--- src/rtl/peripheral_bfm_monitor_axi4.sv ---
// -----------------------------------------------------------------------------
// peripheral_bfm_monitor_axi4
//   Passive AXI4 protocol monitor for the BFM bench. It observes every AW, W,
//   B, AR and R wire between the master and slave BFMs and drives nothing on
//   the bus. It checks the handshake and burst rules. The first violation sets
//   a sticky protocol_error and records its code. It also counts completed
//   write and read transactions.
//
// Ports
//   aclk, aresetn        bus clock (rising edge); async active-low reset
//   aw*/w*/b*/ar*/r*     every channel signal of the bench bus (inputs only)
//   protocol_error       sticky flag: a rule was violated since reset
//   err_code             code of that first violation (0 = none)
//   wr_txn_count         number of B handshakes (wraps)
//   rd_txn_count         number of R handshakes carrying rlast (wraps)
//
// Error codes (the lowest number wins when several fire in one cycle)
//   1 valid dropped while stalled     2 payload changed while stalled
//   3 wlast misplaced                 4 rlast misplaced
//   5 B with no completed write       6 R with no outstanding read
//   7 queue / pending-B overflow      8 ID mismatch (optional)
//   9 W beat with no address
//
// Configuration
//   PERIPHERAL_BFM_MONITOR_ID_CHECK_EN : when defined, the monitor stores IDs
//   and raises code 8. It compares bid with the awid of the oldest write whose
//   data is complete. It compares rid with the ID at the head of the AR queue.
// -----------------------------------------------------------------------------
module peripheral_bfm_monitor_axi4 #(
  parameter int ID_W    = 4,
  parameter int ADDR_W  = 32,
  parameter int DATA_W  = 32,
  parameter int MAX_OUT = 8,
  parameter int CNT_W   = 16
) (
  input  logic                  aclk,
  input  logic                  aresetn,
  input  logic [ID_W-1:0]       awid,
  input  logic [ADDR_W-1:0]     awadr,
  input  logic [3:0]            awlen,
  input  logic [2:0]            awsize,
  input  logic [1:0]            awburst,
  input  logic                  awvalid,
  input  logic                  awready,
  input  logic [ID_W-1:0]       wid,
  input  logic [DATA_W-1:0]     wrdata,
  input  logic [DATA_W/8-1:0]   wstrb,
  input  logic                  wlast,
  input  logic                  wvalid,
  input  logic                  wready,
  input  logic [ID_W-1:0]       bid,
  input  logic [1:0]            bresp,
  input  logic                  bvalid,
  input  logic                  bready,
  input  logic [ID_W-1:0]       arid,
  input  logic [ADDR_W-1:0]     araddr,
  input  logic [3:0]            arlen,
  input  logic [2:0]            arsize,
  input  logic [1:0]            arburst,
  input  logic                  arvalid,
  input  logic                  arready,
  input  logic [ID_W-1:0]       rid,
  input  logic [DATA_W-1:0]     rdata,
  input  logic [1:0]            rresp,
  input  logic                  rlast,
  input  logic                  rvalid,
  input  logic                  rready,
  output logic                  protocol_error,
  output logic [3:0]            err_code,
  output logic [CNT_W-1:0]      wr_txn_count,
  output logic [CNT_W-1:0]      rd_txn_count
);

  localparam int PTR_W  = (MAX_OUT > 1) ? $clog2(MAX_OUT) : 1;
  localparam int OCC_W  = PTR_W + 1;
  localparam int STRB_W = DATA_W / 8;
  localparam int AX_PW  = ID_W + ADDR_W + 4 + 3 + 2;
  localparam int W_PW   = ID_W + DATA_W + STRB_W + 1;
  localparam int B_PW   = ID_W + 2;
  localparam int R_PW   = ID_W + DATA_W + 2 + 1;

  localparam logic [OCC_W-1:0] OCC_FULL = OCC_W'(MAX_OUT);
  localparam logic [OCC_W-1:0] OCC_ONE  = OCC_W'(1);
  localparam logic [PTR_W-1:0] PTR_ONE  = PTR_W'(1);
  localparam logic [CNT_W-1:0] CNT_ONE  = CNT_W'(1);

  // Handshakes and packed payloads used by the stability checks
  logic aw_hs, w_hs, b_hs, ar_hs, r_hs;
  logic [AX_PW-1:0] aw_pay, ar_pay;
  logic [W_PW-1:0]  w_pay;
  logic [B_PW-1:0]  b_pay;
  logic [R_PW-1:0]  r_pay;

  assign aw_hs  = awvalid && awready;
  assign w_hs   = wvalid && wready;
  assign b_hs   = bvalid && bready;
  assign ar_hs  = arvalid && arready;
  assign r_hs   = rvalid && rready;
  assign aw_pay = {awid, awadr, awlen, awsize, awburst};
  assign w_pay  = {wid, wrdata, wstrb, wlast};
  assign b_pay  = {bid, bresp};
  assign ar_pay = {arid, araddr, arlen, arsize, arburst};
  assign r_pay  = {rid, rdata, rresp, rlast};

  // Previous-cycle snapshot. snap_ok stays low for the first edge after
  // reset release, because no valid history exists at that edge.
  logic snap_ok;
  logic prev_awvalid, prev_awready, prev_wvalid, prev_wready, prev_bvalid;
  logic prev_bready, prev_arvalid, prev_arready, prev_rvalid, prev_rready;
  logic [AX_PW-1:0] prev_aw_pay, prev_ar_pay;
  logic [W_PW-1:0]  prev_w_pay;
  logic [B_PW-1:0]  prev_b_pay;
  logic [R_PW-1:0]  prev_r_pay;

  // Outstanding-burst queues (burst lengths) and beat counters
  logic [3:0]       aw_len_q [MAX_OUT];
  logic [3:0]       ar_len_q [MAX_OUT];
  logic [PTR_W-1:0] aw_wr_ptr, aw_rd_ptr, ar_wr_ptr, ar_rd_ptr;
  logic [OCC_W-1:0] aw_count, ar_count, pending_b;
  logic [3:0]       w_beat, r_beat;

  logic aw_empty, aw_full, ar_empty, ar_full;
  logic w_head_valid, aw_push, aw_pop, ar_push, ar_pop;
  logic b_inc, b_push, b_pop;
  logic [3:0] w_head_len, r_head_len;

  assign aw_empty = (aw_count == '0);
  assign aw_full  = (aw_count == OCC_FULL);
  assign ar_empty = (ar_count == '0);
  assign ar_full  = (ar_count == OCC_FULL);

  // A W beat may use an address that is accepted in the same cycle. This
  // applies only when the AW queue is empty, so the incoming address is
  // the head.
  assign w_head_valid = !aw_empty || aw_hs;
  assign w_head_len   = aw_empty ? awlen : aw_len_q[aw_rd_ptr];
  assign r_head_len   = ar_len_q[ar_rd_ptr];

  assign aw_pop  = w_hs && wlast && w_head_valid;
  assign aw_push = aw_hs && (!aw_full || aw_pop);
  assign ar_pop  = r_hs && rlast && !ar_empty;
  assign ar_push = ar_hs && (!ar_full || ar_pop);

  // A completed write creates a pending-B credit. When the counter is full
  // the credit is lost, which is reported as an overflow, unless a B
  // consumes a credit in the same cycle.
  assign b_inc  = aw_pop;
  assign b_pop  = b_hs && (pending_b != '0);
  assign b_push = b_inc && ((pending_b != OCC_FULL) || b_pop);

  // Individual rule checks
  logic aw_stall, w_stall, b_stall, ar_stall, r_stall;
  logic code1, code2, code3, code4, code5, code6, code7, code8, code9;
  logic [3:0] next_code;

  assign aw_stall = prev_awvalid && !prev_awready;
  assign w_stall  = prev_wvalid  && !prev_wready;
  assign b_stall  = prev_bvalid  && !prev_bready;
  assign ar_stall = prev_arvalid && !prev_arready;
  assign r_stall  = prev_rvalid  && !prev_rready;

  assign code1 = (aw_stall && !awvalid) || (w_stall && !wvalid) ||
                 (b_stall && !bvalid) || (ar_stall && !arvalid) ||
                 (r_stall && !rvalid);
  assign code2 = (aw_stall && awvalid && (aw_pay != prev_aw_pay)) ||
                 (w_stall && wvalid && (w_pay != prev_w_pay)) ||
                 (b_stall && bvalid && (b_pay != prev_b_pay)) ||
                 (ar_stall && arvalid && (ar_pay != prev_ar_pay)) ||
                 (r_stall && rvalid && (r_pay != prev_r_pay));
  assign code3 = w_hs && w_head_valid &&
                 ((wlast && (w_beat < w_head_len)) || (!wlast && (w_beat == w_head_len)));
  assign code4 = r_hs && !ar_empty &&
                 ((rlast && (r_beat < r_head_len)) || (!rlast && (r_beat == r_head_len)));
  assign code5 = b_hs && (pending_b == '0);
  assign code6 = r_hs && ar_empty;
  assign code7 = (aw_hs && !aw_push) || (ar_hs && !ar_push) || (b_inc && !b_push);
  assign code9 = w_hs && !w_head_valid;

`ifdef PERIPHERAL_BFM_MONITOR_ID_CHECK_EN
  // ID tracking. The B-ID queue mirrors pending_b. Each completed write
  // pushes its awid. Each accepted B pops one entry.
  logic [ID_W-1:0]  aw_id_q [MAX_OUT];
  logic [ID_W-1:0]  ar_id_q [MAX_OUT];
  logic [ID_W-1:0]  b_id_q  [MAX_OUT];
  logic [PTR_W-1:0] b_wr_ptr, b_rd_ptr;
  logic [ID_W-1:0]  w_head_id;

  assign w_head_id = aw_empty ? awid : aw_id_q[aw_rd_ptr];
  assign code8 = (b_pop && (bid != b_id_q[b_rd_ptr])) ||
                 (r_hs && !ar_empty && (rid != ar_id_q[ar_rd_ptr]));

  // ID storage follows the same pointers as the length queues
  always_ff @(posedge aclk) begin
    if (aw_push) aw_id_q[aw_wr_ptr] <= awid;
    if (ar_push) ar_id_q[ar_wr_ptr] <= arid;
    if (b_push)  b_id_q[b_wr_ptr]   <= w_head_id;
  end

  // B-ID queue pointers
  always_ff @(posedge aclk or negedge aresetn) begin
    if (!aresetn) begin
      b_wr_ptr <= '0;
      b_rd_ptr <= '0;
    end else begin
      if (b_push) b_wr_ptr <= b_wr_ptr + PTR_ONE;
      if (b_pop)  b_rd_ptr <= b_rd_ptr + PTR_ONE;
    end
  end
`else
  assign code8 = 1'b0;
`endif

  // Priority encoder: the lowest-numbered rule that fires is reported
  always_comb begin
    next_code = 4'd0;
    if      (code1) next_code = 4'd1;
    else if (code2) next_code = 4'd2;
    else if (code3) next_code = 4'd3;
    else if (code4) next_code = 4'd4;
    else if (code5) next_code = 4'd5;
    else if (code6) next_code = 4'd6;
    else if (code7) next_code = 4'd7;
    else if (code8) next_code = 4'd8;
    else if (code9) next_code = 4'd9;
  end

  // Burst length storage (no reset needed: occupancy guards every read)
  always_ff @(posedge aclk) begin
    if (aw_push) aw_len_q[aw_wr_ptr] <= awlen;
    if (ar_push) ar_len_q[ar_wr_ptr] <= arlen;
  end

  // Snapshot of the previous cycle for the stability checks
  always_ff @(posedge aclk or negedge aresetn) begin
    if (!aresetn) begin
      snap_ok      <= 1'b0;
      prev_awvalid <= 1'b0;
      prev_awready <= 1'b0;
      prev_wvalid  <= 1'b0;
      prev_wready  <= 1'b0;
      prev_bvalid  <= 1'b0;
      prev_bready  <= 1'b0;
      prev_arvalid <= 1'b0;
      prev_arready <= 1'b0;
      prev_rvalid  <= 1'b0;
      prev_rready  <= 1'b0;
      prev_aw_pay  <= '0;
      prev_w_pay   <= '0;
      prev_b_pay   <= '0;
      prev_ar_pay  <= '0;
      prev_r_pay   <= '0;
    end else begin
      snap_ok      <= 1'b1;
      prev_awvalid <= awvalid;
      prev_awready <= awready;
      prev_wvalid  <= wvalid;
      prev_wready  <= wready;
      prev_bvalid  <= bvalid;
      prev_bready  <= bready;
      prev_arvalid <= arvalid;
      prev_arready <= arready;
      prev_rvalid  <= rvalid;
      prev_rready  <= rready;
      prev_aw_pay  <= aw_pay;
      prev_w_pay   <= w_pay;
      prev_b_pay   <= b_pay;
      prev_ar_pay  <= ar_pay;
      prev_r_pay   <= r_pay;
    end
  end

  // Queue pointers, occupancy, beat counters and the pending-B credit count.
  // A push and a pop in the same cycle leave the occupancy unchanged.
  always_ff @(posedge aclk or negedge aresetn) begin
    if (!aresetn) begin
      aw_wr_ptr <= '0;
      aw_rd_ptr <= '0;
      aw_count  <= '0;
      ar_wr_ptr <= '0;
      ar_rd_ptr <= '0;
      ar_count  <= '0;
      pending_b <= '0;
      w_beat    <= '0;
      r_beat    <= '0;
    end else begin
      if (aw_push) aw_wr_ptr <= aw_wr_ptr + PTR_ONE;
      if (aw_pop)  aw_rd_ptr <= aw_rd_ptr + PTR_ONE;
      if (aw_push && !aw_pop)      aw_count <= aw_count + OCC_ONE;
      else if (aw_pop && !aw_push) aw_count <= aw_count - OCC_ONE;

      if (ar_push) ar_wr_ptr <= ar_wr_ptr + PTR_ONE;
      if (ar_pop)  ar_rd_ptr <= ar_rd_ptr + PTR_ONE;
      if (ar_push && !ar_pop)      ar_count <= ar_count + OCC_ONE;
      else if (ar_pop && !ar_push) ar_count <= ar_count - OCC_ONE;

      if (b_push && !b_pop)      pending_b <= pending_b + OCC_ONE;
      else if (b_pop && !b_push) pending_b <= pending_b - OCC_ONE;

      if (w_hs && w_head_valid) w_beat <= wlast ? 4'd0 : w_beat + 4'd1;
      if (r_hs && !ar_empty)    r_beat <= rlast ? 4'd0 : r_beat + 4'd1;
    end
  end

  // Sticky error capture and transaction counters. The counters keep
  // running after an error has been captured.
  always_ff @(posedge aclk or negedge aresetn) begin
    if (!aresetn) begin
      protocol_error <= 1'b0;
      err_code       <= 4'd0;
      wr_txn_count   <= '0;
      rd_txn_count   <= '0;
    end else begin
      if (snap_ok && !protocol_error && (next_code != 4'd0)) begin
        protocol_error <= 1'b1;
        err_code       <= next_code;
      end
      if (b_hs)          wr_txn_count <= wr_txn_count + CNT_ONE;
      if (r_hs && rlast) rd_txn_count <= rd_txn_count + CNT_ONE;
    end
  end

endmodule
--- config.mk ---
export PLATFORM = sky130hd
export DESIGN_NAME = peripheral_bfm_monitor_axi4
export DESIGN_NICKNAME = d
export VERILOG_FILES = /design/src/rtl/peripheral_bfm_monitor_axi4.sv
export SDC_FILE = /design/constraint.sdc
export NUM_CORES = 1
export LEC_CHECK = 0
export CAP_MARGIN = 10
export CORE_MARGIN = 2
export CORE_UTILIZATION = 57
export CTS_CLUSTER_DIAMETER = 200
export DETAILED_ROUTE_END_ITERATION = 10
export PLACE_DENSITY = 0.85
export REMOVE_ABC_BUFFERS = 1
export SYNTH_ARGS = -nofsm -noshare
export SYNTH_HDL_FRONTEND = slang
export SYNTH_SLANG_ARGS = --single-unit
export TNS_END_PERCENT = 50
--- constraint.sdc ---
create_clock -name aclk -period 8.11 [get_ports aclk]
set_clock_uncertainty 0.15 [all_clocks]
set_input_delay 0.811 -clock aclk [delete_from_list [all_inputs] [get_ports aclk]]
set_output_delay 0.811 -clock aclk [all_outputs]
set_load 0.05 [all_outputs]
# Word level (Yosys, flattened, before mapping)
# Memories as Yosys holds them, arrays and structs flattened.
# Index checks and enable logic that the tools add are counted.
# W data, S select, Z words.
# classes
n_addsub,14
magnitude_cmp,2
eq_ne,10
muxes,21
n_reduce_logical,103
# op_table
op,count
$ne A45 B45 Y1,2
$mux W4,17
$logic_and A1 B1 Y1,55
$ne A41 B41 Y1,1
$ne A39 B39 Y1,1
$add A16 B1 Y16 const B,2
$logic_not A1 Y1,24
$add A4 B1 Y4 const B,5
$logic_or A1 B1 Y1,16
$add A3 B1 Y3 const B,4
$logic_not A4 Y1,3
$sub A4 B1 Y4 const B,3
$eq A4 B4 Y1,2
$eq A4 B4 Y1 const B,2
$lt A4 B4 Y1,2
$reduce_bool A4 Y1,2
$ne A6 B6 Y1,1
$reduce_bool A2 Y1,3
$mux W1,4
$ne A4 B4 Y1 const B,1
# totals
reg_bits,256
ramBits,64
in_bits,188
output_inout_bits,37
word_cells,181
memories,2
# memory_table
memory,depth,width,rd,rd_clocked_by_memory_dff,wr,line_no,rtl
ar_len_q,8,4,1,0,1,117,logic [3:0] ar_len_q [MAX_OUT];
aw_len_q,8,4,1,0,1,116,logic [3:0] aw_len_q [MAX_OUT];

# Longest topological paths before layout
# depth
word_depth,19
mapped_depth,14
ltp_nobuf,14

# Worst setup path after synthesis
# Ideal clock, no wire load.
# synth_timing
path_kind,register -> register
from,register ar_rd_ptr[0]
to,register err_code[0]
setup_ns,0.125
t_arrival_ns,3.426
required_ns,7.835
path_slack_ns,4.409
path_stages_with_launch,11
path_buffers,1
synth_period_minus_slack_ns,3.701
path_cell_list,dfrtp_1 > clkbuf_1 > mux4_2 > mux2_2 > ha_1 > a41oi_1 > a2111o_1 > a31oi_4 > a31oi_2 > a311oi_4 > mux2_4
# synth_between
elab_chain_cells,11
elab_cells_between_ends,13
classes_between,order compare (1); eq/ne (1); mux (4); reduce/logical (6); memory (1)
# synth_rtl
item,line_no,rtl
from (decl),118,"logic [PTR_W-1:0] aw_wr_ptr, aw_rd_ptr, ar_wr_ptr, ar_rd_ptr;"
from (signal assigned),292,if (ar_pop) ar_rd_ptr <= ar_rd_ptr + PTR_ONE;
$mem_v2 Z8 W4 *,-,
$lt A4 B4 Y1 or $eq A4 B4 Y1 (tied branches),173,((rlast && (r_beat < r_head_len)) || (!rlast && (r_beat == r_head_len)));
$logic_and A1 B1 Y1,173,
$logic_or A1 B1 Y1 *,173,
$logic_and A1 B1 Y1 *,172,assign code4 = r_hs && !ar_empty &&
$mux W4 *,219,else if (code4) next_code = 4'd4;
$mux W4 *,218,else if (code3) next_code = 4'd3;
$mux W4 *,217,else if (code2) next_code = 4'd2;
$mux W4 *,216,if (code1) next_code = 4'd1;
$reduce_bool A4 Y1,313,if (snap_ok && !protocol_error && (next_code != 4'd0)) begin
$logic_and A1 B1 Y1,313,
to (signal assigned),315,err_code <= next_code;
to (decl),69,"output logic [3:0] err_code,"
# Every way passes the cells marked *; elsewhere a longest branch is shown, timed or not.
# A chain may end at the register's enable or synchronous reset.

# Worst setup path in the final report
# layout_timing
from,register ar_rd_ptr[0]
to,register err_code[2]
# Same word-level chain as after synthesis.

==> flow_metrics.py <==
metrics = {
    "yosys": {
        "synth_edf_count": 64,
        "netlist.area_leader.share_pct": 49.82,
        "ys_warn_count": 0,
        "ys.flop_type": "dfrtp_1",
        "synthAdderAreaFrac_pct": 2.900,
        "avgSynthCellArea_um2": 14.40,
        "synth_top_family_by_area": "XOR/XNOR gates",
        "syn_area_um2": 12860,
        "ys_types": 52,
        "synth-simple-area-share_pct": 8.981,
        "synth_compound_area_share_pct": 2.715,
        "synthMuxAreaShare_pct": 4.359,
        "synthArstFlopShare_pct": 80.00,
        "synth_area_leaders": "dfrtp_1 50%, edfxtp_1 15%, xnor2_1 14%",
        "yosysTopAreaCell": "dfrtp_1",
        "synth_cells": 893,
        "synth-seq-area-share_pct": 64.77,
        "synth_xor_area_share_pct": 15.60,
        "ys_ff_latch": 320,
    },
    "timing": {
        "timing.fmax_ghz": 0.2560,
        "slew_viol_final": 0,
        "finalCritPeriodShare_pct": 48.17,
        "maxSlewHeadroom_pct": 42.53,
        "setup_viol": 0,
        "setup_tns_ps": 0,
        "finalHoldViolCount": 0,
        "worst_pin_slew_ps": 854.2,
        "hold_slack_ps": 168.5,
        "period_needed_ps": 3907,
        "rsz0062_at_grt": "false",
    },
    "critical_path": {
        "cp_max_fo": 10,
        "cp-end-kind": "flop",
        "arrival_ps": 4160,
        "critPathLaunchType": "flop",
        "worstSetupPathType": "flop to flop",
        "crit_required_ps": 8370,
    },
    "clocking": {
        "cts_max_path_buffers": 3,
        "clockRootBuffer": "clkbuf_16",
        "hold_buffers": 0,
        "cts_resized": 0,
        "cts.sinks": 320,
        "cts_tree": "done",
        "numCtsBuffers": 34,
        "cts_setup_buffers": 0,
        "clock_latency_ps": 520,
        "clk_pin_slew_ps": 60,
        "htreeDepth": 2,
    },
    "floorplan": {
        "initial_core_util_pct": 58.56,
        "fp.dieH_um": 154.2,
        "design.core.area_um2": 21960,
        "ios": 225,
        "die_w_um": 154.2,
        "dieArea_um2": 23780,
        "std_cell_rows": 54,
    },
    "global_route": {
        "grt.total_usage_pct": 22.32,
        "use_met2_pct": 37.11,
        "gr-usage-met3_pct": 4.483,
        "grt_max_degree": 156,
        "busiest_layer": "met2",
        "grt_pass1_wl_um": 41900,
        "grt_pass1_vias": 8435,
        "grt-ovfl-total": 0,
        "grt_antenna_before_repair": 1,
        "use_met1_pct": 29.05,
    },
    "pwr": {
        "p_clk_share_pct": 33.6,
        "total_power_mw": 4.637,
        "pwr-share-comb_pct": 22.4,
        "intPower_mw": 3.284,
        "worst_ir_drop_vdd_mv": 0.2137,
        "swShare_pct": 29.18,
        "power_leakage_nw": 6.523,
        "power_switching_mw": 1.353,
        "power_density_nw_per_um2": 279.3,
        "power_frac_seq_pct": 44.0,
    },
    "placement": {
        "hpwlAfterDp_um": 18680,
        "place_congestion": 0.7776,
        "io_buffers": 224,
        "dpl_cell_area_um2": 15450,
    },
    "routing": {
        "drc": 0,
        "first_pass_iters": 4,
        "avgViaCountPerCell": 5.380,
        "num_vias": 7828,
        "routed_wl_um": 25670,
        "post_drt_wl_per_cell_um": 17.65,
        "drt_iter0_markers": 458,
        "final_antenna_net_count": 0,
    },
    "min_path": {
        "hold_class": "primary input to async pin",
    },
    "job": {
        "drv_cap": 0,
    },
    "finish": {
        "multi_input_area_um2": 4447,
        "drive_above_1_share_pct": 8.007,
        "finish.instance_area_um2": 16600,
        "nets": 1364,
        "ff_latch_area_um2": 8328,
        "nFillCells": 1356,
        "syn2layout_area_growth_pct": 29.12,
    },
    "status": {
        "status": "completed",
    },
}
## worst paths after layout
path                             startpoint               end  slack [ps]  depth (start not counted)
max                            ar_rd_ptr[0]       err_code[2]        4200                         10
min                                 aresetn    prev_aw_pay[1]         170                          1
max reg2reg                    ar_rd_ptr[0]       err_code[2]        4200                         10
min reg2reg                wr_txn_count[15]  wr_txn_count[15]         330                          1
max in group asynchronous           aresetn       aw_count[2]        6400                          2
min in group aclk          wr_txn_count[15]  wr_txn_count[15]         330                          1
## flip-flops by register name, summed over array words and instances (netlist names), 6 cells and up
name / cells
ar_len_q: 32
aw_len_q: 32
prev_ar_pay: 45
prev_aw_pay: 45
prev_b_pay: 6
prev_r_pay: 39
prev_w_pay: 41
rd_txn_count: 16
wr_txn_count: 16
## Yosys cell counts (all sizes together) (6+ instances only)
master,number
nand2b,11
nor2b,6
a21oi,11
mux2i,8
xor2,30
nand3,27
edfxtp,64
inv,15
mux4,16
o21ai,10
nor3,11
nor4,16
nand2,46
nor2,38
mux2,10
a31oi,6
xnor2,199
ha,25
nand4,44
dfrtp,256
## cells in the final DEF, fill, tap and decap left out, types with 6 or more instances in the layout
cell type        netlist  layout
a21oi_1               11      11
clkbuf_1               5      10
clkbuf_16              0      34
clkdlybuf4s50_1        0     223
clkinv_2               0       6
dfrtp_1              256     256
edfxtp_1              64      64
ha_1                  25      25
inv_1                 12      12
mux2_2                 8       8
mux2i_1                8       8
mux4_2                16      16
nand2_1               44      44
nand2b_1              11      11
nand3_1               26      26
nand4_1               44      44
nor2_1                37      37
nor2b_1                6       6
nor3_1                11      11
nor4_1                15      15
o21ai_0               10      10
xnor2_1              199     199
xor2_1                30      30
## layout make-up
class / count / area share, %
diodes: 1 / 0.01507
clock buffers: 46 / 5.516
clock inverters: 16 / 1.394
inverters: 15 / 0.3693
multi-input cells: 552 / 26.78
flip-flops and latches: 320 / 50.16
well taps: 280 / 2.110
repair buffers: 225 / 13.65
## stage by stage
| step | util (%) | std cells | setup WS (ps) |
|---|---|---|---|
| 2_1_floorplan | - | 887 | 4598 |
| 3_3_place_gp | 70.38 | 1392 | 4193 |
| 3_5_place_dp | 70.38 | 1392 | 4084 |
| 4_1_cts | 75.60 | 1454 | 4189 |
| 5_1_grt | 75.61 | 1455 | 4062 |
| 6_report | 75.61 | 1455 | 4203 |
## worst max-delay path, stage by stage, from the launching register on
cell,delay [ps]
dfrtp_1,720
mux4_2,600
mux2i_1,200
ha_1,290
a21oi_1,170
o21ai_0,90
a2111o_1,490
a31oi_4,170
a31oi_2,140
a311oi_4,450
mux2_4,340
## routing by layer
layer  vias to the layer above  routed length (um)  share of wire (%)
li1                       3648                   -                  -
met1                      3853               10510                 41
met2                       263               12720                 50
met3                        64                1510                5.9
met4                         0                 934                3.6
met5                         -                   0                  0
## power groups by stage
stage	clock [mW]	combinational [mW]	sequential (mW)
finish	1.56	1.04	2.04
CTS	1.59	1.05	2.04
floorplan	0	0.565	2.14
global route	1.65	1.14	2.07
global placement	0	0.996	2.06
detailed placement	0	1.04	2.07
## logic make-up after synthesis
| kind of cell | after synthesis |
|---|---|
| adder cells (fa/ha/maj) | 28 |
| AND/OR/NAND/NOR | 216 |
| XOR/XNOR | 229 |
| multiplexers | 34 |
| other | 1 |
| buffers and inverters | 21 |
| flip-flops | 320 |
| AO/OA/AOI/OAI | 44 |
Note: power is estimated with default switching activity, not from simulation.
